===== src/rtl/coin_validator.sv =====
// Coin validator: turns the raw coin-sensor line into one-hot denomination
// strobes. The denomination comes from the measured pulse width. The block
// rejects pulses that fall outside every window, overlap inhibit, or saturate
// the width counter.
module coin_validator #(
    parameter int CNT_W         = 12,
    parameter int NICKEL_MIN    = 10,
    parameter int NICKEL_MAX    = 19,
    parameter int DIME_MIN      = 20,
    parameter int DIME_MAX      = 39,
    parameter int QUARTER_MIN   = 40,
    parameter int QUARTER_MAX   = 79,
    parameter int DOLLAR_MIN    = 80,
    parameter int DOLLAR_MAX    = 159,
    parameter int STROBE_CYCLES = 8,
    parameter int GAP_CYCLES    = 16
) (
    input  logic clk,
    input  logic rst,
    input  logic coin_sense,
    input  logic inhibit,
    output logic nickel_out,
    output logic dime_out,
    output logic quarter_out,
    output logic dollar_out,
    output logic reject,
    output logic busy,
    output logic error
);

    typedef enum logic [2:0] {
        IDLE     = 3'd0,
        MEASURE  = 3'd1,
        CLASSIFY = 3'd2,
        STROBE   = 3'd3,
        REJECT   = 3'd4,
        GAP      = 3'd5
    } state_t;

    localparam int HOLD_W = $clog2(STROBE_CYCLES + 1);
    localparam int GAP_W  = $clog2(GAP_CYCLES + 1);
    localparam logic [CNT_W-1:0]  CNT_MAX   = {CNT_W{1'b1}};
    localparam logic [HOLD_W-1:0] HOLD_LAST = HOLD_W'(STROBE_CYCLES - 1);
    localparam logic [GAP_W-1:0]  GAP_LAST  = GAP_W'(GAP_CYCLES - 1);

    // Inclusive width-window test.
    function automatic logic in_window(input logic [CNT_W-1:0] w, input int lo, input int hi);
        return (w >= CNT_W'(lo)) && (w <= CNT_W'(hi));
    endfunction

    logic              sync_a;
    logic              s;
    logic              s_d;
    logic              rise;
    state_t            state;
    state_t            state_next;
    logic [CNT_W-1:0]  cnt;
    logic [CNT_W-1:0]  cnt_next;
    logic              inh_latch;
    logic              inh_latch_next;
    logic              inh_any;
    logic [3:0]        sel;
    logic [3:0]        sel_next;
    logic [HOLD_W-1:0] hold_cnt;
    logic [HOLD_W-1:0] hold_cnt_next;
    logic [GAP_W-1:0]  gap_cnt;
    logic [GAP_W-1:0]  gap_cnt_next;
    logic              strobe_on;

    assign rise = s & ~s_d;

    // Next-state, counter and latch logic for the validator FSM.
    always_comb begin
        state_next     = state;
        cnt_next       = cnt;
        inh_latch_next = inh_latch;
        sel_next       = sel;
        hold_cnt_next  = hold_cnt;
        gap_cnt_next   = gap_cnt;
        inh_any        = inh_latch | inhibit;
        case (state)
            IDLE: begin
                if (rise) begin
                    state_next     = MEASURE;
                    cnt_next       = CNT_W'(1);
                    inh_latch_next = inhibit;
                end else begin
                    inh_latch_next = 1'b0;
                end
            end
            MEASURE: begin
                if (s) begin
                    inh_latch_next = inh_any;
                    if (cnt != CNT_MAX) begin
                        cnt_next = cnt + CNT_W'(1);
                    end else begin
                        cnt_next = cnt;
                    end
                end else begin
                    state_next = CLASSIFY;
                end
            end
            CLASSIFY: begin
                inh_latch_next = inh_any;
                hold_cnt_next  = '0;
                sel_next       = 4'b0000;
                // Saturation and inhibit win over any window match.
                if (inh_any || (cnt == CNT_MAX)) begin
                    state_next = REJECT;
                end else if (in_window(cnt, NICKEL_MIN, NICKEL_MAX)) begin
                    state_next = STROBE;
                    sel_next   = 4'b0001;
                end else if (in_window(cnt, DIME_MIN, DIME_MAX)) begin
                    state_next = STROBE;
                    sel_next   = 4'b0010;
                end else if (in_window(cnt, QUARTER_MIN, QUARTER_MAX)) begin
                    state_next = STROBE;
                    sel_next   = 4'b0100;
                end else if (in_window(cnt, DOLLAR_MIN, DOLLAR_MAX)) begin
                    state_next = STROBE;
                    sel_next   = 4'b1000;
                end else begin
                    state_next = REJECT;
                end
            end
            STROBE, REJECT: begin
                if (hold_cnt == HOLD_LAST) begin
                    state_next   = GAP;
                    gap_cnt_next = '0;
                end else begin
                    hold_cnt_next = hold_cnt + HOLD_W'(1);
                end
            end
            GAP: begin
                // Any high sample (bounce or an early coin) restarts the quiet period.
                if (s) begin
                    gap_cnt_next = '0;
                end else if (gap_cnt == GAP_LAST) begin
                    state_next   = IDLE;
                    gap_cnt_next = '0;
                end else begin
                    gap_cnt_next = gap_cnt + GAP_W'(1);
                end
            end
            default: begin
                state_next = IDLE;
            end
        endcase
        strobe_on = (state_next == STROBE);
    end

    // Input synchronizer, FSM state and registered outputs.
    always_ff @(posedge clk) begin
        if (rst) begin
            sync_a      <= 1'b0;
            s           <= 1'b0;
            s_d         <= 1'b0;
            state       <= IDLE;
            cnt         <= '0;
            inh_latch   <= 1'b0;
            sel         <= 4'b0000;
            hold_cnt    <= '0;
            gap_cnt     <= '0;
            nickel_out  <= 1'b0;
            dime_out    <= 1'b0;
            quarter_out <= 1'b0;
            dollar_out  <= 1'b0;
            reject      <= 1'b0;
            busy        <= 1'b0;
            error       <= 1'b0;
        end else begin
            sync_a      <= coin_sense;
            s           <= sync_a;
            s_d         <= s;
            state       <= state_next;
            cnt         <= cnt_next;
            inh_latch   <= inh_latch_next;
            sel         <= sel_next;
            hold_cnt    <= hold_cnt_next;
            gap_cnt     <= gap_cnt_next;
            nickel_out  <= strobe_on & sel_next[0];
            dime_out    <= strobe_on & sel_next[1];
            quarter_out <= strobe_on & sel_next[2];
            dollar_out  <= strobe_on & sel_next[3];
            reject      <= (state_next == REJECT);
            busy        <= (state_next != IDLE);
            error       <= ((state_next == MEASURE) || (state_next == CLASSIFY)) &&
                           (cnt_next == CNT_MAX);
        end
    end

endmodule


===== config.mk =====
export PLATFORM = sky130hd
export DESIGN_NAME = coin_validator
export DESIGN_NICKNAME = d
export VERILOG_FILES = /design/src/rtl/coin_validator.sv
export SDC_FILE = /design/constraint.sdc
export NUM_CORES = 1
export LEC_CHECK = 0
export BUFFER_PORTS_ARGS = -buffer_cell sky130_fd_sc_hd__buf_2
export CAP_MARGIN = 20
export CORE_UTILIZATION = 51
export CTS_CLUSTER_SIZE = 16
export DETAILED_ROUTE_END_ITERATION = 10
export GPL_ROUTABILITY_DRIVEN = 0
export PLACE_DENSITY = 0.68
export SLEW_MARGIN = 20
export SYNTH_ARGS = -nofsm -noshare
export SYNTH_HDL_FRONTEND = slang
export SYNTH_SLANG_ARGS = --single-unit
export TNS_END_PERCENT = 20

===== constraint.sdc =====
create_clock -name clk -period 2.9 [get_ports clk]
set_input_delay 0.145 -clock clk [delete_from_list [all_inputs] [get_ports clk]]
set_output_delay 0.145 -clock clk [all_outputs]
set_load 0.005 [all_outputs]

# After elaboration in Yosys (flattened, before gate mapping)
# Index checks and enable logic that the tools add are counted.
[totals]
register_bits = 39
wordCells = 97
in_bits = 4
[classes]
bitwise = 7
muxes = 30
order_cmp = 8
eq_ne = 17
n_reduce_logical = 16
n_addsub = 3
[op_table]
columns = ["op", "n"]
rows = [
  ["12-bit 2-to-1 mux", 3],
  ["3-bit 2-to-1 mux", 10],
  ["4-bit 2-to-1 mux", 7],
  ["12-bit == test (second input constant)", 2],
  ["12-bit one-hot mux with 2 select lines", 1],
  ["5-bit 2-to-1 mux", 3],
  ["3-bit one-hot mux with 5 select lines", 1],
  ["12-bit by 1-bit adder with 12-bit output (second input constant)", 1],
  ["3-bit by 2-bit == test with 1-bit output (second input constant)", 4],
  ["12-bit by 4-bit greater-or-equal comparator with 1-bit output (second input constant)", 1],
  ["12-bit by 5-bit greater-or-equal comparator with 1-bit output (second input constant)", 1],
  ["12-bit by 6-bit greater-or-equal comparator with 1-bit output (second input constant)", 1],
  ["12-bit by 7-bit greater-or-equal comparator with 1-bit output (second input constant)", 1],
  ["12-bit by 5-bit less-or-equal comparator with 1-bit output (second input constant)", 1],
  ["12-bit by 6-bit less-or-equal comparator with 1-bit output (second input constant)", 1],
  ["12-bit by 7-bit less-or-equal comparator with 1-bit output (second input constant)", 1],
  ["12-bit by 8-bit less-or-equal comparator with 1-bit output (second input constant)", 1],
  ["12-bit inequality test (second input constant)", 1],
  ["5-bit one-hot mux with 2 select lines", 1],
  ["3-bit == test (second input constant)", 3],
  ["4-bit one-hot mux with 2 select lines", 1],
  ["3-bit by 1-bit == test with 1-bit output (second input constant)", 2],
  ["2-bit inequality test (second input constant)", 3],
  ["2-bit AND reduction", 3],
  ["other kinds (15)", 27],
]

# Longest topological paths before layout
[logic_depth]
depth_word = 11
mapped_depth = 8

# Worst setup path before layout
# No wires, ideal clock.
[synth_timing]
path_type = "register to register"
start = "reg cnt[1]"
end = "reg error"
path_slack_ns = 0.804
arrival_time_ns = 2.008
stages_incl_launch_ff = 8
setup_ns = 0.087
cell_sequence = "dfxtp_1 -> ha_1 -> and4_1 -> nand2_1 -> and4_1 -> or3_1 -> a2111oi_0 -> nor4b_2"
[synth_between]
elab_chain_len = 11
[synth_rtl]
columns = ["item", "line_no", "text"]
rows = [
  ["start, declared", "57", "logic [CNT_W-1:0] cnt;"],
  ["start signal, assigned", "176", "cnt <= cnt_next;"],
  ["12-bit by 7-bit greater-or-equal comparator with 1-bit output or 12-bit by 8-bit less-or-equal comparator with 1-bit output (tied branches)", "48", "return (w >= CNT_W'(lo)) && (w <= CNT_W'(hi));"],
  ["1-bit logical AND", "48", ""],
  ["3-bit 2-to-1 mux", "119", "end else if (in_window(cnt, DOLLAR_MIN, DOLLAR_MAX)) begin"],
  ["3-bit 2-to-1 mux", "116", "end else if (in_window(cnt, QUARTER_MIN, QUARTER_MAX)) begin"],
  ["3-bit 2-to-1 mux", "113", "end else if (in_window(cnt, DIME_MIN, DIME_MAX)) begin"],
  ["3-bit 2-to-1 mux", "110", "end else if (in_window(cnt, NICKEL_MIN, NICKEL_MAX)) begin"],
  ["3-bit 2-to-1 mux", "108", "if (inh_any || (cnt == CNT_MAX)) begin"],
  ["3-bit one-hot mux with 5 select lines", "81", "case (state)"],
  ["3-bit by 1-bit == test with 1-bit output or 3-bit by 2-bit == test with 1-bit output (tied branches)", "187", "error <= ((state_next == MEASURE) || (state_next == CLASSIFY)) &&"],
  ["1-bit logical OR", "187", ""],
  ["1-bit logical AND (*)", "187", ""],
  ["end signal, assigned", "187", ""],
  ["end, declared", "28", "output logic error"],
]
# Mark *: on every way between the ends. The rest lies on a longest branch, timed or not.
# A chain may end at the register's enable or synchronous reset.

# Final worst setup path
[layout_timing]
start = "reg state[0]"
end = "reg error"
[layout_between]
elab_chain_len = 6
[layout_rtl]
columns = ["item", "line_no", "text"]
rows = [
  ["start, declared", "55", "state_t state;"],
  ["start signal, assigned", "175", "state <= state_next;"],
  ["3-bit by 2-bit == test with 1-bit output (tied with other cells)", "81", ""],
  ["2-bit OR reduction or 3-bit 2-to-1 mux (tied branches)", "81, 136", ""],
  ["3-bit one-hot mux with 5 select lines", "81", ""],
  ["3-bit by 1-bit == test with 1-bit output or 3-bit by 2-bit == test with 1-bit output (tied branches)", "187", ""],
  ["1-bit logical OR", "187", ""],
  ["1-bit logical AND (*)", "187", ""],
]
# Marked as above.

==> results.sh <==
export IMPL_status="completed"
export IMPL_crit_type="reg -> reg"
export IMPL_dieArea_um2=4600
export IMPL_finalHoldViolations=0
export IMPL_coreArea_um2=4090
export IMPL_fin_crit_ns=2.53
export IMPL_crit_end="error$_SDFF_PP0_"
export IMPL_hp_start="coin_sense"
export IMPL_dr_pass1_iters=5
export IMPL_drtAntennaViolNets=0
export IMPL_synth_edff_count=0
export IMPL_synth_area_leader_cell="dfxtp_1"
export IMPL_cts_sinks=39
export IMPL_clockRootBuffer="clkbuf_8"
export IMPL_grt_max_degree=30
export IMPL_path_buf_inv=1
export IMPL_finalSetupViolCount=0
export IMPL_startpoint_type="flop"
export IMPL_clkTransAtPathRegs_ns=0.07
export IMPL_tritoncts="built"
export IMPL_worstMarginPinSlew_ns=0.749
export IMPL_grtUsageTotal=0.243
export IMPL_p_leak_nw=0.806
export IMPL_row_count=23
export IMPL_avgSynthCellArea_um2=7.81
export IMPL_reg2reg_to="error$_SDFF_PP0_"
export IMPL_overflow=0
export IMPL_path_cells="inv_1 > a21boi_1 > o2111a_1 > a21boi_0 > a2111oi_0 > nor4b_2"
export IMPL_ctsHoldBuffers=0
export IMPL_syn_nets=292
export IMPL_fillers=377
export IMPL_synth_cell_types=59
export IMPL_dp_cells=327
export IMPL_cp_end_kind="flop"
export IMPL_fin_crit_sh=0.873
export IMPL_dr_max_layer_used="met4"
export IMPL_fin_cells=335
export IMPL_clk_path_buf_depth=2
export IMPL_ys_warn_count=0
export IMPL_syn_inst=283
export IMPL_drc_errors=0
export IMPL_max_cap_viol_count=0
export IMPL_port_buffer_count=10
export IMPL_dp_hpwl_um=3600
export IMPL_arrival_ns=2.75
export IMPL_r2r_slack_ns=0.37
export IMPL_route_met2_wl_um=2270
export IMPL_synth_seq_cells=39
export IMPL_num_io_pins=11
export IMPL_initial_utilization=0.541
export IMPL_power_mw=0.986
export IMPL_path_delay_family="compound AO/OA/AOI/OAI gates"
export IMPL_cts_setup_buffers=0
export IMPL_die_h_um=67.8
export IMPL_dieWidth_um=67.8
export IMPL_cp_depth=6
export IMPL_postCtsResizedCells=0
export IMPL_max_freq_mhz=395
export IMPL_via_per_inst=6.23
export IMPL_ys_async_sr_fraction=0
export IMPL_finalMaxSlewViolations=0
export IMPL_drive_above_1_share=0.105
export IMPL_critPathRequiredTime_ns=3.11
export IMPL_synth_area_leaders="dfxtp_1, a21oi_1, nor2_1, nand2_1, o21ai_0"
export IMPL_grt_pass1_vias=1772
export IMPL_reg2reg_depth=6
export IMPL_drt_met1_wl_um=2340
export IMPL_layout_commonest_cell="dfxtp_1"
export IMPL_critical_path_startpoint="state[0]$_SDFF_PP0_"
export IMPL_slew_headroom=0.496
export IMPL_htreeDepth=2
export IMPL_final_cell_mix="dfxtp_1, nor2_1, nand2_1"
export IMPL_ys_seq_area_frac=0.353
export IMPL_n_antenna_cell=0
export IMPL_synth_top_area_frac=0.353
export IMPL_antenna_found_initial=0
export IMPL_max_vdd_ir_drop_uv=326
export IMPL_fin_skew_ns=0.00189
export IMPL_met3_length_um=338
export IMPL_setup_tns_ns=0
export IMPL_crit_path_max_fanout=21
export IMPL_numCtsBuffers=5
export IMPL_detail_route_wl_per_cell_um=15.2
export IMPL_rsz0062_at_grt="false"
export IMPL_routed_wl_um=5080
export IMPL_hold_class="in -> reg"
export IMPL_clock_latency_ns=0.29
export IMPL_grt_pass1_wl_um=8430
export IMPL_cpMaxStageDelayCell="dfxtp_1"
export IMPL_syn_to_final_growth_pct=5.32
export IMPL_syn_area_um2=2210
export IMPL_power_density_nw_per_um2=423
export IMPL_finalNetCount=293
export IMPL_synth_main_ff_cell="dfxtp_1"
export IMPL_vias=2088
export IMPL_r2r_start="state[0]$_SDFF_PP0_"
export IMPL_post_route_util=0.570
export IMPL_drt_iter0_drc=180
export IMPL_cp_slowest_stage_delay_ns=0.70
## per-stage QoR
step           cell area, um2  setup WS (ns)  hold slack, ns
4_1_cts                  2330          0.413          0.0589
3_3_place_gp             2240          0.481           0.359
5_1_grt                  2330         0.0705          0.0622
3_5_place_dp             2240          0.409           0.364
6_report                 2330          0.367          0.0726
2_1_floorplan            2210          0.804           0.223
## worst reg2reg max path, cell delays in order, from the launching register on
cell and delay, ns:
dfxtp_1 0.70, inv_1 0.22, a21boi_1 0.45, o2111a_1 0.34, a21boi_0 0.10, a2111oi_0 0.41
nor4b_2 0.24
## worst min path at each step
stage | to | slack [ns] | depth (start not counted)
global placement | sync_a$_SDFF_PP0_ | 0.36 | 2
global route | sync_a$_SDFF_PP0_ | 0.06 | 2
detailed placement | sync_a$_SDFF_PP0_ | 0.36 | 2
finish | sync_a$_SDFF_PP0_ | 0.07 | 2
CTS | sync_a$_SDFF_PP0_ | 0.06 | 2
floorplan | s_d$_SDFF_PP0_ | 0.22 | 1
## flip-flops by register name, summed over array words and instances (netlist names)
signal       count
state            3
gap_cnt          5
reject           1
quarter_out      1
sync_a           1
dime_out         1
hold_cnt         4
inh_latch        1
busy             1
dollar_out       1
error            1
nickel_out       1
s_d              1
s                1
cnt             12
sel              4
## cell type report
type | count | area (um2) | share of cell area
flip-flops and latches | 39 | 781 | 0.335
clock buffers | 5 | 68.8 | 0.0296
repair buffers | 12 | 65.1 | 0.0279
well taps | 50 | 62.6 | 0.0269
inverters | 8 | 30.0 | 0.0129
multi-input cells | 218 | 1310 | 0.561
clock inverters | 3 | 15.0 | 0.00645
## Yosys cell counts, types with 2 or more instances
cell type,number
a41oi_1,2
inv_1,8
buf_6,2
nand3b_1,2
nor2_1,29
o21ai_0,16
nand4_1,7
o21a_1,2
and2_1,4
a21oi_1,25
clkbuf_1,10
nand2b_1,2
nor3_1,11
and4_1,5
dfxtp_1,39
o31ai_1,2
a31oi_1,8
buf_4,2
or3_1,3
nor4_1,7
a311oi_1,2
nand2_1,26
or2_2,2
xor2_1,2
and3_1,3
a22oi_1,2
o2111ai_1,2
o211ai_1,3
nor3b_1,2
o21bai_1,2
buf_2,3
nor2b_1,8
ha_1,5
nand3_1,10
## layer usage
| metal | up-vias | track usage |
|---|---|---|
| met5 | - | 0 |
| met4 | 0 | 0.0938 |
| met3 | 17 | 0.0417 |
| met2 | 92 | 0.374 |
| met1 | 938 | 0.338 |
| li1 | 1041 | - |
## cell families (layout without fill, tap and decap cells)
group | count (synthesis) | in the layout | synth area share
AND/OR/NAND/NOR | 131 | 131 | 0.321
AO/OA/AOI/OAI | 79 | 79 | 0.229
flip-flops | 39 | 39 | 0.353
buffers and inverters | 26 | 28 | 0.0560
adder cells (fa/ha/maj) | 5 | 5 | 0.0283
XOR/XNOR | 3 | 3 | 0.0119
## power breakdown
group | switching (mW) | leakage, nW | internal [mW]
clock | 0.192 | 0.0477 | 0.165
sequential | 0.0138 | 0.315 | 0.544
combinational | 0.0454 | 0.443 | 0.0259
total | 0.251 | 0.806 | 0.735
Power figures use the tool's default switching activity.
